File: src/rtl/gpu_mode_sequencer_pkg.sv
// ---------------------------------------------------------------------------
// gpu_mode_sequencer_pkg
// Purpose : shared definitions for the PPU mode sequencer slice: the LCD mode
//           encodings, the CPU-visible register addresses, the LCDC/STAT bit
//           positions and the default scanline timing.
// Ports   : none (package).
// Config  : GPU_LYC_IRQ_EN is not referenced here; see gpu_mode_sequencer.sv.
// ---------------------------------------------------------------------------
package gpu_mode_sequencer_pkg;

    // LCD mode as reported in STAT[1:0] and on oMode.
    typedef enum logic [1:0] {
        HORIZONTAL_BLANK   = 2'd0,
        VERTICAL_BLANK     = 2'd1,
        SCANLINE_OAM_READ  = 2'd2,
        SCANLINE_VRAM_READ = 2'd3
    } gpu_mode_e;

    // CPU-visible register addresses.
    localparam logic [15:0] ADDR_LCDC = 16'hFF40;
    localparam logic [15:0] ADDR_STAT = 16'hFF41;
    localparam logic [15:0] ADDR_LY   = 16'hFF44;
    localparam logic [15:0] ADDR_LYC  = 16'hFF45;

    // LCDC bit that switches the display (and therefore the counters) on.
    localparam int LCDC_ENABLE_BIT = 7;

    // STAT interrupt-enable bit positions.
    localparam int STAT_HBLANK_IE = 3;
    localparam int STAT_VBLANK_IE = 4;
    localparam int STAT_OAM_IE    = 5;
    localparam int STAT_LYC_IE    = 6;

    // Default scanline timing of the real hardware.
    localparam int DEF_DOTS_PER_LINE = 456;
    localparam int DEF_OAM_DOTS      = 80;
    localparam int DEF_VRAM_DOTS     = 172;
    localparam int DEF_VISIBLE_LINES = 144;
    localparam int DEF_TOTAL_LINES   = 154;
    localparam int DEF_DOT_W         = 9;

    // STAT read layout: bit 7 is unimplemented and always reads 1.
    function automatic logic [7:0] packStat(input logic [3:0] enables,
                                            input logic       coincidence,
                                            input gpu_mode_e  mode);
        return {1'b1, enables, coincidence, mode};
    endfunction

endpackage

File: src/rtl/gpu_mode_sequencer_if.sv
// ---------------------------------------------------------------------------
// gpu_mode_sequencer_if
// Purpose : CPU register bus into the mode sequencer.
// Signals : iAddr  16  CPU address
//           iWe     1  CPU write strobe
//           iData   8  CPU write data
//           oData   8  combinational read data
// Modports: master (CPU side drives address/strobe/data), slave (sequencer).
// ---------------------------------------------------------------------------
interface gpu_mode_sequencer_if;

    logic [15:0] iAddr;
    logic        iWe;
    logic [7:0]  iData;
    logic [7:0]  oData;

    modport master (output iAddr, output iWe, output iData, input oData);
    modport slave  (input iAddr, input iWe, input iData, output oData);

endinterface

File: src/rtl/gpu_mode_sequencer_dot_line_counter.sv
// ---------------------------------------------------------------------------
// gpu_dot_line_counter
// Purpose : dot-within-line and line (LY) counters for the PPU. Exposes both
//           the current counter values and the values they take at the next
//           clock, so the sequencer can register its decoded outputs in the
//           same cycle as the counters.
// Ports   : iClock       clock
//           iReset       synchronous, active-high reset
//           i_enable     display enable as it will be after this clock
//           o_dot        current dot index
//           o_ly         current line
//           o_nextDot    dot index after this clock
//           o_nextLy     line after this clock
//           o_lineWrap   this clock wraps the dot counter to a new line
// ---------------------------------------------------------------------------
module gpu_dot_line_counter
    import gpu_mode_sequencer_pkg::*;
#(
    parameter int DOTS_PER_LINE = DEF_DOTS_PER_LINE,
    parameter int TOTAL_LINES   = DEF_TOTAL_LINES,
    parameter int DOT_W         = DEF_DOT_W
) (
    input  logic             iClock,
    input  logic             iReset,
    input  logic             i_enable,
    output logic [DOT_W-1:0] o_dot,
    output logic [7:0]       o_ly,
    output logic [DOT_W-1:0] o_nextDot,
    output logic [7:0]       o_nextLy,
    output logic             o_lineWrap
);

    localparam logic [DOT_W-1:0] LAST_DOT  = DOT_W'(DOTS_PER_LINE - 1);
    localparam logic [7:0]       LAST_LINE = 8'(TOTAL_LINES - 1);

    logic [DOT_W-1:0] r_dot;
    logic [7:0]       r_ly;
    logic             r_running;
    logic [DOT_W-1:0] w_nextDot;
    logic [7:0]       w_nextLy;
    logic             w_lineWrap;

    // Next counter values. While disabled the counters sit at dot 0 / line 0.
    // The first enabled clock after being off keeps them at 0 so the frame
    // starts cleanly at dot 0 of line 0; after that they advance every clock.
    always_comb begin
        w_nextDot  = '0;
        w_nextLy   = '0;
        w_lineWrap = 1'b0;
        if (i_enable && r_running) begin
            if (r_dot == LAST_DOT) begin
                w_lineWrap = 1'b1;
                w_nextLy   = (r_ly == LAST_LINE) ? 8'd0 : r_ly + 8'd1;
            end else begin
                w_nextDot = r_dot + DOT_W'(1);
                w_nextLy  = r_ly;
            end
        end
    end

    // Counter registers; r_running remembers whether we counted last clock.
    always_ff @(posedge iClock) begin
        if (iReset) begin
            r_dot     <= '0;
            r_ly      <= '0;
            r_running <= 1'b0;
        end else begin
            r_dot     <= w_nextDot;
            r_ly      <= w_nextLy;
            r_running <= i_enable;
        end
    end

    assign o_dot      = r_dot;
    assign o_ly       = r_ly;
    assign o_nextDot  = w_nextDot;
    assign o_nextLy   = w_nextLy;
    assign o_lineWrap = w_lineWrap;

endmodule

File: src/rtl/gpu_mode_sequencer.sv
// ---------------------------------------------------------------------------
// gpu_mode_sequencer
// Purpose : PPU timing/mode controller. Sequences OAM_READ -> VRAM_READ ->
//           HBLANK on each visible line followed by VBLANK lines, owns the
//           LCDC/STAT/LY/LYC registers and raises VBlank and STAT interrupt
//           pulses.
// Ports   : iClock       clock
//           iReset       synchronous, active-high reset
//           bus          CPU register bus (gpu_mode_sequencer_if.slave)
//           oMode        0=HBLANK 1=VBLANK 2=OAM_READ 3=VRAM_READ
//           oLY          current line
//           oDot         dot index within the line
//           oVBlankIrq   one-clock pulse on entering the first VBLANK line
//           oStatIrq     one-clock pulse on a rising edge of the STAT source
// Config  : GPU_LYC_IRQ_EN - when defined, STAT[2] reports LY==LYC and
//           STAT[6] enables it as a STAT interrupt source. Otherwise both
//           read 0 and LYC is plain storage.
// ---------------------------------------------------------------------------
module gpu_mode_sequencer
    import gpu_mode_sequencer_pkg::*;
#(
    parameter int DOTS_PER_LINE = DEF_DOTS_PER_LINE,
    parameter int OAM_DOTS      = DEF_OAM_DOTS,
    parameter int VRAM_DOTS     = DEF_VRAM_DOTS,
    parameter int VISIBLE_LINES = DEF_VISIBLE_LINES,
    parameter int TOTAL_LINES   = DEF_TOTAL_LINES,
    parameter int DOT_W         = DEF_DOT_W
) (
    input  logic                 iClock,
    input  logic                 iReset,
    gpu_mode_sequencer_if.slave  bus,
    output logic [1:0]           oMode,
    output logic [7:0]           oLY,
    output logic [DOT_W-1:0]     oDot,
    output logic                 oVBlankIrq,
    output logic                 oStatIrq
);

    localparam logic [DOT_W-1:0] VRAM_START  = DOT_W'(OAM_DOTS);
    localparam logic [DOT_W-1:0] HBLANK_START = DOT_W'(OAM_DOTS + VRAM_DOTS);
    localparam logic [7:0]       VBLANK_LINE = 8'(VISIBLE_LINES);

    logic [7:0]       r_lcdc;
    logic [6:3]       r_statEn;
    logic [7:0]       r_lyc;
    logic [7:0]       w_nextLcdc;
    logic [6:3]       w_nextStatEn;
    logic [7:0]       w_nextLyc;
    logic             w_enable;

    logic [DOT_W-1:0] w_dot;
    logic [7:0]       w_ly;
    logic [DOT_W-1:0] w_nextDot;
    logic [7:0]       w_nextLy;
    logic             w_lineWrap;

    gpu_mode_e        r_mode;
    gpu_mode_e        w_nextMode;

    logic             w_coincNext;
    logic             w_coincRead;
    logic             w_nextSource;
    logic             r_statSource;
    logic             r_statIrq;
    logic             r_vblankIrq;
    logic [7:0]       w_readData;

    // Register write decode. A write is folded into the "next" register values
    // so that everything decoded from them (display enable, STAT enables, LYC
    // coincidence) reacts on the same clock the write lands. LY is read-only,
    // so writes to it simply fall through.
    always_comb begin
        w_nextLcdc   = r_lcdc;
        w_nextStatEn = r_statEn;
        w_nextLyc    = r_lyc;
        if (bus.iWe) begin
            case (bus.iAddr)
                ADDR_LCDC: w_nextLcdc = bus.iData;
`ifdef GPU_LYC_IRQ_EN
                ADDR_STAT: w_nextStatEn = bus.iData[6:3];
`else
                ADDR_STAT: w_nextStatEn = {1'b0, bus.iData[5:3]};
`endif
                ADDR_LYC:  w_nextLyc = bus.iData;
                default:   ;
            endcase
        end
    end

    assign w_enable = w_nextLcdc[LCDC_ENABLE_BIT];

    gpu_dot_line_counter #(
        .DOTS_PER_LINE (DOTS_PER_LINE),
        .TOTAL_LINES   (TOTAL_LINES),
        .DOT_W         (DOT_W)
    ) u_counter (
        .iClock     (iClock),
        .iReset     (iReset),
        .i_enable   (w_enable),
        .o_dot      (w_dot),
        .o_ly       (w_ly),
        .o_nextDot  (w_nextDot),
        .o_nextLy   (w_nextLy),
        .o_lineWrap (w_lineWrap)
    );

    // Mode decode from the counter values of the next clock, so the registered
    // mode lines up with oDot/oLY. With the display off the mode rests in HBLANK.
    always_comb begin
        w_nextMode = HORIZONTAL_BLANK;
        if (w_enable) begin
            if (w_nextLy >= VBLANK_LINE) begin
                w_nextMode = VERTICAL_BLANK;
            end else if (w_nextDot < VRAM_START) begin
                w_nextMode = SCANLINE_OAM_READ;
            end else if (w_nextDot < HBLANK_START) begin
                w_nextMode = SCANLINE_VRAM_READ;
            end
        end
    end

    // Mode state register.
    always_ff @(posedge iClock) begin
        if (iReset) begin
            r_mode <= HORIZONTAL_BLANK;
        end else begin
            r_mode <= w_nextMode;
        end
    end

    // LY==LYC coincidence flag, tracked only in builds that expose it.
`ifdef GPU_LYC_IRQ_EN
    logic r_coinc;

    assign w_coincNext = (w_nextLy == w_nextLyc);

    always_ff @(posedge iClock) begin
        if (iReset) begin
            r_coinc <= 1'b0;
        end else begin
            r_coinc <= w_coincNext;
        end
    end

    assign w_coincRead = r_coinc;
`else
    assign w_coincNext = 1'b0;
    assign w_coincRead = 1'b0;
`endif

    // STAT interrupt source as it will be after this clock. It is the OR of
    // all enabled conditions, so back-to-back conditions (OAM straight after
    // HBLANK, say) keep it high and do not raise a second pulse.
    assign w_nextSource = w_enable &
        ((w_nextStatEn[STAT_HBLANK_IE] & (w_nextMode == HORIZONTAL_BLANK))  |
         (w_nextStatEn[STAT_VBLANK_IE] & (w_nextMode == VERTICAL_BLANK))    |
         (w_nextStatEn[STAT_OAM_IE]    & (w_nextMode == SCANLINE_OAM_READ)) |
         (w_nextStatEn[STAT_LYC_IE]    & w_coincNext));

    // CPU registers and interrupt pulses. The STAT pulse fires when the source
    // rises; the VBlank pulse fires when the line counter wraps into the first
    // non-visible line, which is always at dot 0.
    always_ff @(posedge iClock) begin
        if (iReset) begin
            r_lcdc       <= 8'h00;
            r_statEn     <= 4'h0;
            r_lyc        <= 8'h00;
            r_statSource <= 1'b0;
            r_statIrq    <= 1'b0;
            r_vblankIrq  <= 1'b0;
        end else begin
            r_lcdc       <= w_nextLcdc;
            r_statEn     <= w_nextStatEn;
            r_lyc        <= w_nextLyc;
            r_statSource <= w_nextSource;
            r_statIrq    <= w_nextSource & ~r_statSource;
            r_vblankIrq  <= w_lineWrap & (w_nextLy == VBLANK_LINE);
        end
    end

    // Combinational register read-back; unmapped addresses read 0.
    always_comb begin
        w_readData = 8'h00;
        case (bus.iAddr)
            ADDR_LCDC: w_readData = r_lcdc;
            ADDR_STAT: w_readData = packStat(r_statEn, w_coincRead, r_mode);
            ADDR_LY:   w_readData = w_ly;
            ADDR_LYC:  w_readData = r_lyc;
            default:   ;
        endcase
    end

    assign bus.oData  = w_readData;
    assign oMode      = r_mode;
    assign oLY        = w_ly;
    assign oDot       = w_dot;
    assign oVBlankIrq = r_vblankIrq;
    assign oStatIrq   = r_statIrq;

endmodule

File: src/flat_wrapper.sv
// flat-port wrapper written by rule: the top's interface ports become plain ports
module gpu_mode_sequencer_flat import gpu_mode_sequencer_pkg::*;
#(
    parameter int DOTS_PER_LINE = DEF_DOTS_PER_LINE,
    parameter int OAM_DOTS      = DEF_OAM_DOTS,
    parameter int VRAM_DOTS     = DEF_VRAM_DOTS,
    parameter int VISIBLE_LINES = DEF_VISIBLE_LINES,
    parameter int TOTAL_LINES   = DEF_TOTAL_LINES,
    parameter int DOT_W         = DEF_DOT_W
)
  (iClock, iReset, oMode, oLY, oDot, oVBlankIrq, oStatIrq, bus_iAddr, bus_iWe, bus_iData, bus_oData);
  gpu_mode_sequencer_if bus_i ();
  input  logic iClock;
  input  logic iReset;
  output logic [1:0] oMode;
  output logic [7:0] oLY;
  output logic [DOT_W-1:0] oDot;
  output logic oVBlankIrq;
  output logic oStatIrq;
  input wire logic [$bits(bus_i.iAddr)-1:0] bus_iAddr;
  input wire logic [$bits(bus_i.iWe)-1:0] bus_iWe;
  input wire logic [$bits(bus_i.iData)-1:0] bus_iData;
  output wire logic [$bits(bus_i.oData)-1:0] bus_oData;
  assign bus_i.iAddr = bus_iAddr;
  assign bus_i.iWe = bus_iWe;
  assign bus_i.iData = bus_iData;
  assign bus_oData = bus_i.oData;
  gpu_mode_sequencer #(.DOTS_PER_LINE(DOTS_PER_LINE), .OAM_DOTS(OAM_DOTS), .VRAM_DOTS(VRAM_DOTS), .VISIBLE_LINES(VISIBLE_LINES), .TOTAL_LINES(TOTAL_LINES), .DOT_W(DOT_W)) u_core (.iClock(iClock), .iReset(iReset), .bus(bus_i), .oMode(oMode), .oLY(oLY), .oDot(oDot), .oVBlankIrq(oVBlankIrq), .oStatIrq(oStatIrq));
endmodule
File: config.mk
export PLATFORM = sky130hd
export DESIGN_NAME = gpu_mode_sequencer_flat
export DESIGN_NICKNAME = d
export VERILOG_FILES = /design/src/rtl/gpu_mode_sequencer_pkg.sv /design/src/rtl/gpu_mode_sequencer_if.sv /design/src/rtl/gpu_mode_sequencer_dot_line_counter.sv /design/src/rtl/gpu_mode_sequencer.sv /design/src/flat_wrapper.sv
export SDC_FILE = /design/constraint.sdc
export NUM_CORES = 1
export LEC_CHECK = 0
export ABC_AREA = 1
export CORE_ASPECT_RATIO = 0.7
export CORE_MARGIN = 1.5
export CORE_UTILIZATION = 45
export DETAILED_ROUTE_END_ITERATION = 10
export MAX_ROUTING_LAYER = met4
export PLACE_DENSITY_LB_ADDON = 0.05
export SYNTH_ARGS = -nofsm -noshare
export SYNTH_HDL_FRONTEND = slang
export SYNTH_HIERARCHICAL = 1
export SYNTH_SLANG_ARGS = --single-unit
File: constraint.sdc
create_clock -name iClock -period 7 [get_ports iClock]
set_input_delay 1.05 -clock iClock [delete_from_list [all_inputs] [get_ports iClock]]
set_output_delay 1.05 -clock iClock [all_outputs]
set_load 0.005 [all_outputs]
==> flow_summary_export.csv, run 1 <==
group,metric,value,unit
drt,ant_nets,0,
clock_tree,cts_tree,"yes",
floorplanning,io-pin-count,56,
yosys,syn_area_per_cell,6.77,µm²
setup_path,worst-path-stages,10,
job,maxCapViolations,0,
clock_tree,insertion_delay,0.30,ns
drt,wl_per_cell,12.3,µm
place,place_hpwl,4730,µm
setup_path,max_stage_delay,0.52,ns
grt,overflow,0,
cells_and_area,final_cell_mix,"nand2_1 (87), inv_1 (62), clkdlybuf4s50_1 (55)",
setup_path,path_delay_family,"simple AND/OR/NAND/NOR gates",
clock_tree,clk_path_buf_depth,2,
power_and_ir_drop,p_sw,102,µW
clock_tree,cts_resized,0,
floorplanning,die_width,93.4,µm
power_and_ir_drop,p_leak,0.00125,µW
floorplanning,die_h,66.3,µm
clock_tree,cts.sinks,42,
sta,setup-tns-final,0,ns
sta,slew_headroom,63.2,%
floorplanning,die_area,6190,µm²
cells_and_area,areaGrowthSynthToFinish,26.1,%
clock_tree,holdBufCountCts,0,
drt,routed_wl,6230,µm
setup_path,cp.required,5.95,ns
sta,clock_skew,0.0154,ns
cells_and_area,nets,464,
clock_tree,clockRootBuffer,"clkbuf_8",
sta,finalMaxSlewViolations,0,
clock_tree,cts_setup_buffers,0,
cells_and_area,drive_gt1_share,15.2,%
drt,firstDrtPassIters,4,
power_and_ir_drop,comb_power_share,6.6,%
floorplanning,rows,22,
outcome,outcome,"complete, no violations",
power_and_ir_drop,p_total,426,µW
setup_path,crit_path_max_fanout,8,
place,io_buffers,55,
setup_path,cp_slowest_cell,"clkdlybuf4s50_1",
sta,fin_crit,4.38,ns
grt,grt_pass1_wl,10300,µm
setup_path,crit_chain,"clkdlybuf4s50_1 -> inv_1 -> nor2_2 -> nand2_2 -> nor2_2 -> nand4_1 -> nor2_1 -> nor2_1 -> o21ai_0 -> clkdlybuf4s50_1",
drt,vias_per_cell,5.01,
setup_path,start_kind,"input port",
setup_path,crit_path_end_kind,"output pin",
power_and_ir_drop,clkPwrFrac,37.3,%
power_and_ir_drop,internal_power,324,µW
min_path,holdPathStages,1,
grt,first_global_vias,2236,
sta,worst_pin_slew,0.550,ns
setup_path,crit_type,"in -> out",
floorplanning,coreArea,5370,µm²
floorplanning,initial_core_util,47.9,%
sta,finalSetupViolCount,0,
cells_and_area,antennaDiodeCount,0,
drt,vias,2538,
power_and_ir_drop,p_per_area,131,nW/µm²
yosys,synthesis.nets,410,
yosys,ys_warn_count,6,
setup_path,reg2regPathDepth,17,
clock_tree,cts_buffers,5,
clock_tree,htree_levels,2,
setup_path,crit_buf_inv,3,
sta,finalCritPeriodShare,62.6,%
cells_and_area,final_util,60.4,%
power_and_ir_drop,vdd_drop_max,94.0,µV
grt,antenna_found_initial,0,
power_and_ir_drop,seqPwrFrac,56.0,%
drt,drc,0,
cells_and_area,nFillCells,533,
drt,drt-initial-drc-count,166,
sta,timing.fmax,228,MHz
clock_tree,clk_pin_slew_worst_paths,0.08,ns
min_path,hp-class,"reg -> reg",
cells_and_area,final_common_cell,"nand2_1",
yosys,netlist_area,2570,µm²
yosys,syn_inst,380,
grt,grt_max_degree,41,
sta,hold_viol,0,
grt,track_usage,21.7,%
sta,rsz0062_at_grt,"no",
place,gp_congestion,0.885,
power_and_ir_drop,p_sw_share,23.9,%
setup_path,cp.arrival,3.33,ns
power by group through the flow:
stage	Combinational [µW]	Sequential, µW	Clock [µW]
after floorplan	9.76	244	0
after global placement	28.2	244	0
after detailed placement	28.2	244	0
after CTS	28.3	239	161
after global routing	30.5	239	173
final	28.2	239	159
final cells by class:
cell class / count / area (µm²) / area share (%)
multi-input cells: 262 / 1420 / 43.6
well taps: 72 / 90.1 / 2.78
inverters: 67 / 254 / 7.83
clock buffers: 6 / 72.6 / 2.24
clock inverters: 2 / 13.8 / 0.424
flip-flops and latches: 42 / 841 / 25.9
repair buffers: 56 / 558 / 17.2
per-stage QoR:
| stage | hold WS (ns) | std cells | worst slack, ns | cell area (µm²) |
|---|---|---|---|---|
| after floorplan | 0.382 | 380 | 3.96 | 2570 |
| after global placement | 0.391 | 499 | 2.68 | 3160 |
| after detailed placement | 0.394 | 499 | 2.65 | 3160 |
| after CTS | 0.393 | 507 | 2.65 | 3240 |
| after global routing | 0.404 | 507 | 2.48 | 3240 |
| final | 0.389 | 507 | 2.62 | 3240 |
sequential cells by signal, summed over array words and instances (netlist names):
register                    flops
u_core/oMode                    2
u_core/u_counter/o_dot          9
u_core/oStatIrq                 1
u_core/r_statEn                 3
u_core/oVBlankIrq               1
u_core/r_lyc                    8
u_core/u_counter/o_ly           8
u_core/r_lcdc                   8
u_core/u_counter/r_running      1
u_core/r_statSource             1
worst register-to-register path: stages, from the launching register on:
cell     delay, ns
dfxtp_1       0.38
nand2_1       0.09
nand2_1       0.13
nand2_1       0.26
inv_1         0.21
nand2_1       0.32
nand2_4       0.20
nand3_2       0.10
inv_1         0.06
inv_1         0.04
a21oi_1       0.28
nor2_1        0.12
nand3_2       0.09
nand2_1       0.05
nand3_1       0.08
nand2_1       0.06
nand2_2       0.07
inv_1         0.04
final timing paths:
check / startpoint / to / slack [ns]
max: bus_iAddr[6] / bus_oData[3] / 2.62
max reg2reg: u_core/r_lcdc[7] / u_core/r_statSource / 4.31
min reg2reg: u_core/r_statSource / u_core/oStatIrq / 0.39
min: u_core/r_statSource / u_core/oStatIrq / 0.39
per-layer routing:
metal	share of wire, %	wire [µm]	global-route usage, %	vias to the layer above
li1	-	-	-	1305
met1	51	3200	31.2	1138
met2	40	2500	31.6	90
met3	7.9	489	3.91	5
met4	0.63	39	4.55	0
met5	0	0	-	-
(Power assumes the default switching activity.)
==> inputs of run 2 (changes only) <==
- clock period: 7 -> 4.4 ns (I/O delays scaled with it)
==> run 2 against run 1 <==
Largest cell class unchanged; flip-flop and latch count stayed put; power up 75%; final cell count is 0.59% higher; hold slack better by 0.0047 ns; register-to-register slack worse by 2.3 ns; global-route usage about the same; clock power grew 100%; clock skew down 0.0033 ns; routed wire length hardly changed; first-iteration DRC count up 12%.
==> flow_summary_export.csv, run 2 (synthesized netlist as in run 1, its figures left out) <==
group,metric,value,unit
floorplanning,initial_core_util,47.9,%
cells_and_area,largest_reg_flops,9,
outcome,outcome,"complete, no violations",
clock_tree,cts.sinks,42,
sta,setup-tns-final,0,ns
setup_path,crit_path_max_fanout,8,
sta,worst_pin_slew,0.994,ns
sta,timing.fmax,286,MHz
sta,finalCritPeriodShare,79.6,%
clock_tree,clk_pin_slew_worst_paths,0.09,ns
sta,slew_headroom,33.5,%
clock_tree,cts_resized,0,
grt,antenna_found_initial,0,
grt,first_global_vias,2103,
sta,rsz0062_at_grt,"no",
min_path,hold_end,"u_core/oStatIrq",
sta,hold_viol,0,
drt,drc,0,
min_path,hold_path_startpoint,"u_core/r_statSource",
floorplanning,io-pin-count,56,
place,io_buffers,55,
drt,ant_nets,0,
setup_path,crit_type,"in -> out",
sta,clock_skew,0.0121,ns
drt,vias_per_cell,4.90,
sta,finalMaxSlewViolations,0,
clock_tree,htree_levels,2,
clock_tree,insertion_delay,0.31,ns
clock_tree,holdBufCountCts,0,
cells_and_area,drive_gt1_share,16.0,%
grt,grt_max_degree,23,
setup_path,cp.required,3.74,ns
cells_and_area,areaGrowthSynthToFinish,28.2,%
setup_path,crit_path_end_kind,"output pin",
cells_and_area,final_common_cell,"nand2_1",
floorplanning,die_area,6190,µm²
min_path,holdPathStages,1,
setup_path,rrSetupSlack,1.96,ns
clock_tree,cts_tree,"yes",
job,maxCapViolations,0,
drt,routed_wl,6230,µm
place,place_hpwl,4820,µm
cells_and_area,stdcell_count,510,
sta,finalSetupViolCount,0,
power_and_ir_drop,p_per_area,227,nW/µm²
drt,drt-initial-drc-count,186,
cells_and_area,antennaDiodeCount,0,
cells_and_area,final_cell_mix,"nand2_1 (87), inv_1 (62), clkdlybuf4s50_1 (55)",
setup_path,reg2regPathDepth,15,
setup_path,start_kind,"input port",
setup_path,timing.rr.start,"u_core/u_counter/o_dot[0]",
clock_tree,clockRootBuffer,"clkbuf_8",
floorplanning,die_width,93.4,µm
sta,fin_crit,3.50,ns
floorplanning,coreArea,5370,µm²
grt,overflow,0,
floorplanning,die_h,66.3,µm
setup_path,r2r-end,"u_core/r_statSource",
clock_tree,cts_setup_buffers,0,
drt,vias,2501,
clock_tree,clk_path_buf_depth,2,
drt,wl_per_cell,12.2,µm
power_and_ir_drop,p_leak,0.00128,µW
power_and_ir_drop,vdd_drop_max,144,µV
drt,firstDrtPassIters,5,
clock_tree,cts_buffers,5,
grt,grt_pass1_wl,10100,µm
setup_path,cp.arrival,2.84,ns
place,dp_cells,502,
place,gp_congestion,0.859,
floorplanning,rows,22,
grt,track_usage,21.7,%
cells_and_area,nets,467,
min_path,hp-class,"reg -> reg",
==> run 2: power breakdown <==
group	internal, µW	switching, µW
logic	25.0	21.5
clock network	173	148
registers	380	0.000815
total	578	170
==> run 2: final cells by class <==
type	instances	area, µm²
inverters	67	254
repair buffers	59	581
clock inverters	3	48.8
multi-input cells	262	1420
well taps	72	90.1
clock buffers	5	68.8
fillers	525	2070
flip-flops and latches	42	841
==> run 2: layer usage <==
layer,track usage (%),wire length (µm),vias to the layer above
li1,-,-,1312
met1,32.3,3200,1080
met2,29.2,2420,102
met3,4.25,552,7
met4,6.25,61,0
met5,-,0,-
==> run 2: worst max-delay path, stage by stage <==
cell             delay [ns]
clkdlybuf4s50_1        0.47
inv_1                  0.05
nor2_2                 0.08
nand2_2                0.10
nor2_2                 0.16
nand4_1                0.38
o2111ai_1              0.38
clkdlybuf4s50_1        0.55
==> run 2: stage by stage <==
stage	setup WS (ns)	area [µm²]	hold WS [ns]	total power (µW)	utilization, %
after floorplan	1.75	2570	0.382	404	-
after global placement	0.901	3180	0.392	435	59.3
after detailed placement	0.788	3180	0.395	435	59.3
after CTS	0.872	3300	0.402	754	61.4
after global routing	0.683	3300	0.423	777	61.4
final	0.900	3300	0.394	747	61.4
==> run 2: worst max-delay path by stage <==
stage                                      to          from  cells past startpoint  slack (ns)
final                            bus_oData[4]  bus_iAddr[6]                      8        0.90
after global routing             bus_oData[4]  bus_iAddr[6]                      8        0.68
after CTS                        bus_oData[4]  bus_iAddr[6]                      8        0.87
after detailed placement  u_core/r_statSource  bus_iAddr[8]                     22        0.79
after global placement           bus_oData[4]  bus_iAddr[6]                      8        0.90
after floorplan           u_core/r_statSource  bus_iAddr[8]                     20        1.75
